===== src/rtl/rename_reg_file.sv =====
// ---------------------------------------------------------------------------
// rename_reg_file
//
// Architectural register file with per-register rename state for an
// out-of-order core. Each of the 32 registers holds a 32-bit value, a busy bit
// and the 4-bit reorder-buffer tag of its youngest in-flight writer.
//
// Ports
//   clk, rst            clock and synchronous active-high reset
//   rdy                 global enable; low freezes all state
//   clear               mispredict flush: drops every busy bit, blocks issue
//   issue_en/_rd/_rob_id    rename the destination of a dispatched instruction
//   rs1_id, rs2_id      source indices, read combinationally
//   rs1_val/_busy/_tag  source 1 value, pending flag and producer tag
//   rs2_val/_busy/_tag  source 2 value, pending flag and producer tag
//   commit_en/_rd/_rob_id/_val  retire a result into the architectural state
//
// Configuration
//   RF_COMMIT_BYPASS_EN  when defined, a commit whose tag matches the current
//                        producer of a read source is forwarded to that read
//                        port in the same cycle. Undefined: reads show only
//                        the state registered before this edge.
// ---------------------------------------------------------------------------
module rename_reg_file (
    input  logic        clk,
    input  logic        rst,
    input  logic        rdy,
    input  logic        clear,
    input  logic        issue_en,
    input  logic [4:0]  issue_rd,
    input  logic [3:0]  issue_rob_id,
    input  logic [4:0]  rs1_id,
    input  logic [4:0]  rs2_id,
    output logic [31:0] rs1_val,
    output logic [31:0] rs2_val,
    output logic        rs1_busy,
    output logic        rs2_busy,
    output logic [3:0]  rs1_tag,
    output logic [3:0]  rs2_tag,
    input  logic        commit_en,
    input  logic [4:0]  commit_rd,
    input  logic [3:0]  commit_rob_id,
    input  logic [31:0] commit_val
);

    logic [31:0] val_reg  [32];
    logic        busy_reg [32];
    logic [3:0]  tag_reg  [32];

    // x0 is never written, so after reset its entry stays zero; the read
    // ports additionally force zero for index 0.
    always_ff @(posedge clk) begin
        if (rst) begin
            for (int i = 0; i < 32; i++) begin
                val_reg[i]  <= '0;
                busy_reg[i] <= 1'b0;
                tag_reg[i]  <= '0;
            end
        end else if (rdy) begin
            for (int i = 1; i < 32; i++) begin
                // The value write happens even under clear: the retiring
                // instruction is older than the mispredicted branch.
                if (commit_en && commit_rd == 5'(i)) begin
                    val_reg[i] <= commit_val;
                end

                if (clear) begin
                    busy_reg[i] <= 1'b0;
                end else if (issue_en && issue_rd == 5'(i)) begin
                    // A new writer supersedes any commit to the same register.
                    busy_reg[i] <= 1'b1;
                    tag_reg[i]  <= issue_rob_id;
                end else if (commit_en && commit_rd == 5'(i) &&
                             busy_reg[i] && tag_reg[i] == commit_rob_id) begin
                    // Only the youngest writer may release the register;
                    // an older commit leaves a later rename pending.
                    busy_reg[i] <= 1'b0;
                end
            end
        end
    end

    // Two identical read ports, built from a common description.
    logic [4:0]  rd_id   [2];
    logic [31:0] rd_val  [2];
    logic        rd_busy [2];
    logic [3:0]  rd_tag  [2];

    assign rd_id[0] = rs1_id;
    assign rd_id[1] = rs2_id;

    generate
        for (genvar gi = 0; gi < 2; gi++) begin : g_read_port
            logic bypass_hit;

`ifdef RF_COMMIT_BYPASS_EN
            assign bypass_hit = rdy && commit_en && rd_id[gi] != 5'd0 &&
                                commit_rd == rd_id[gi] &&
                                busy_reg[rd_id[gi]] &&
                                tag_reg[rd_id[gi]] == commit_rob_id;
`else
            assign bypass_hit = 1'b0;
`endif

            always_comb begin
                rd_val[gi]  = '0;
                rd_busy[gi] = 1'b0;
                rd_tag[gi]  = '0;
                if (rd_id[gi] != 5'd0) begin
                    rd_tag[gi] = tag_reg[rd_id[gi]];
                    if (bypass_hit) begin
                        rd_val[gi]  = commit_val;
                        rd_busy[gi] = 1'b0;
                    end else begin
                        rd_val[gi]  = val_reg[rd_id[gi]];
                        rd_busy[gi] = busy_reg[rd_id[gi]];
                    end
                end
            end
        end
    endgenerate

    assign rs1_val  = rd_val[0];
    assign rs1_busy = rd_busy[0];
    assign rs1_tag  = rd_tag[0];
    assign rs2_val  = rd_val[1];
    assign rs2_busy = rd_busy[1];
    assign rs2_tag  = rd_tag[1];

endmodule


===== config.mk =====
export PLATFORM = sky130hd
export DESIGN_NAME = rename_reg_file
export DESIGN_NICKNAME = d
export VERILOG_FILES = /design/src/rtl/rename_reg_file.sv
export SDC_FILE = /design/constraint.sdc
export NUM_CORES = 2
export LEC_CHECK = 0
export CAP_MARGIN = 5
export CELL_PAD_IN_SITES_DETAIL_PLACEMENT = 1
export CELL_PAD_IN_SITES_GLOBAL_PLACEMENT = 1
export CORE_ASPECT_RATIO = 1.5
export CORE_MARGIN = 2
export CORE_UTILIZATION = 48
export CTS_BUF_LIST = sky130_fd_sc_hd__clkbuf_16
export CTS_CLUSTER_DIAMETER = 50
export DETAILED_ROUTE_END_ITERATION = 6
export PLACE_DENSITY_LB_ADDON = 0.15
export SYNTH_ARGS = -nofsm -noshare
export SYNTH_HDL_FRONTEND = slang
export SYNTH_SLANG_ARGS = --single-unit

===== constraint.sdc =====
create_clock -name clk -period 3.3 [get_ports clk]
set_input_delay 0.66 -clock clk [delete_from_list [all_inputs] [get_ports clk]]
set_output_delay 0.66 -clock clk [all_outputs]
set_load 0.1 [all_outputs]

==> metrics.txt <==
status=finished, violations left; failing checks=setup timing; Syn Area/Cell=15.0 um^2; top post-synthesis cells by count=edfxtp_1 (1147), nor2_1 (703), mux4_2 (509); PD cells=roughly 530 nW/um^2; Post-synth EDFFs=1147; Worst path top cell family by delay=multiplexers; area leader, netlist=edfxtp_1; Max-cap violations=0; Synth Flop Type=edfxtp_1; remaining global-route overflow=0; ys async rst share=0; max incr delay on CP=540 ps; GP Congestion=0.959; Period Utilization, post-route=1.06; yosys warns=0; Final Hold Viols=0; Post-Synthesis Net Count=between 3000 and 4000; Adder-Cell Fraction of Synth Area=0; cell area after layout=~74000 um^2; final wirelength=241000 um; Final min period=3490 ps; crit path DAT=2830 ps; Core Box Area=approximately 120000 um^2; TritonRoute pass-1 iters=5; Sink Count=1147; peak supply drop=538 uV; Crit-path slowest cell=mux4_2; crit start category=flip-flop; CP Buf/Inv Count=1; Final ANT Viol Nets=0; Compound-Gate Fraction of Synth Area=0.0624; Critical Path Sink Type=output pin; final worst setup slack=-187 ps; I/O pin count=140; number of global-route vias before repair=43901; CTS Hold Buffers Added=0; total power draw=39.1 mW; top-count cell post-synth=edfxtp_1; crit-path max FO=2; WS Path Type=reg -> out; global-route wire length before repair=335000 um; Starting Density=0.483; CP Cell Sequence=mux4_2 > mux2i_4 > o22ai_4 > or3_4 > buf_12; Final nets=4517; Setup Skew=18.1 ps; Die ar.=126000 um^2; root buf cell=clkbuf_16; ANT cells=0; port bufs=139; Fmax achieved=287 MHz; max FFs per register=992; CTS tree=yes; Netlist cell types=55; P_leak=roughly 26 nW; H-tree Lvls=3; Clock Pin Slew Worst Setup and Hold Paths=60 ps; Vias=41766; Synth area leaders=edfxtp_1 (58%), mux4_2 (19%), nor2_1 (4.5%); Slew Viols, Final=0; Placed Area=67500 um^2; final setup vio count=14; initial antenna violation count=1; Req. time, crit path=2640 ps; pin count of the biggest net entering global routing=between 70 and 80; clk_lat worst skew=770 ps; clk buf depth=3; clock buffer count from CTS=119; worst min-delay path class=in -> reg; GRT Overall Usage=0.383; Post-Synth Simple-Gate Area=0.0756; share of the synthesized area in the top cell type=0.585; mux cell area share after synthesis=0.226; Sum Neg Setup Slack=-559 ps; largest family of logic cells by synthesized area=multiplexers; xor/xnor share of the synthesized area=0.0184; post-synthesis sequential area ratio=0.585; Slew headroom=0.386; # rows=around 160; worst slew pin tran=917 ps; Syn Inst Count=a little under 4000; number of remaining DRC errors=0; Fillers=~11000; RSZ-0062 raised after global routing=true; drt initial violations=around 4800; wire length per cell=a little under 40 um; cell area after synthesis=about 59000 um^2; Syn-to-layout area delta=26.2%; share of cells above drive strength 1=0.393; number of synthesized register bits=1147; HPWL after DPL=163000 um; Die Ht=between 400 and 500 um; routed vias/inst=6.81; die width=290 um
-- cell families (layout without fill, tap and decap cells) --
group / after synthesis / count (layout)
AOI/OAI and AO/OA: 506 / 506
xor gates and xnor gates: 124 / 124
buffers and inverters: 434 / 1046
DFF: 1147 / 1147
muxes: 684 / 684
and+or+nand+nor: 1034 / 1035
-- through the flow --
stage / cells / utilization / setup slack [ps] / hold WS [ps]
after floorplan: 3929 / - / -95.9 / 676
final: 6132 / 0.609 / -187 / 599
after detailed placement: 5816 / 0.553 / -498 / 756
after global placement: 5816 / 0.553 / -497 / 746
after CTS: 6102 / 0.604 / -108 / 577
after global routing: 6132 / 0.609 / -176 / 624
-- layer usage --
metal	track usage	wire length [um]
met1	0.419	76700
met2	0.645	119000
met3	0.0498	16500
met4	0.369	28700
met5	0	0
-- cells in the final DEF (no fill, tap or decap), types with 21 or more instances in the layout --
master           count
clkinv_2            23
clkinv_1            21
nand4_1             21
a22oi_1             56
xor2_1              34
nand2b_1            88
mux4_2             509
o22ai_1             43
mux2_2              70
nand3_1             34
a22oi_2             58
edfxtp_1          1147
o21ai_1             47
clkdlybuf4s50_1     50
mux2i_1             62
buf_4              449
xnor2_1             90
buf_12             204
o2111ai_1           23
buf_6               39
clkbuf_16          125
a22o_1              25
inv_1               55
mux2_1              24
nand2_1             85
buf_16              30
nor2_1             692
-- cell type report --
class / count / area, um^2 / area share
Tap cell: 1590 / 1990 / 0.0268
Multi-Input combinational cell: 2349 / 24400 / 0.328
Inverter: 40 / 150 / 0.00202
Clock inverter: 92 / 737 / 0.00992
Timing Repair Buffer: 794 / 9590 / 0.129
Clock buffer: 120 / 3000 / 0.0404
Sequential cell: 1147 / 34400 / 0.463
-- final timing paths --
kind / start / endpoint / slack, ps / cells past startpoint
worst max-delay path: val_reg[28][24] / rs1_val[24] / -190 / 5
worst min register to register: busy_reg[6] / busy_reg[6] / 780 / 2
worst min-delay path: rst / busy_reg[15] / 600 / 2
worst max register to register: tag_reg[16][0] / busy_reg[16] / 1440 / 5
-- power by group --
group | internal, mW | leakage (nW) | total (mW) | switching (mW)
Clock | 7.24 | 1.91 | 13.3 | 6.04
Combinational | 3.43 | 12.8 | 8.11 | 4.69
Sequential | 17.1 | 11.0 | 17.7 | 0.608
-- timing repair --
action                                  in CTS  in global routing
gates resized for setup                    270                 79
endpoints found under the setup margin      73                 58
gates cloned                                18                  5
buffers inserted                            75                 43
pin swaps                                   79                 66
No activity file was read; power rests on OpenSTA's default activity.
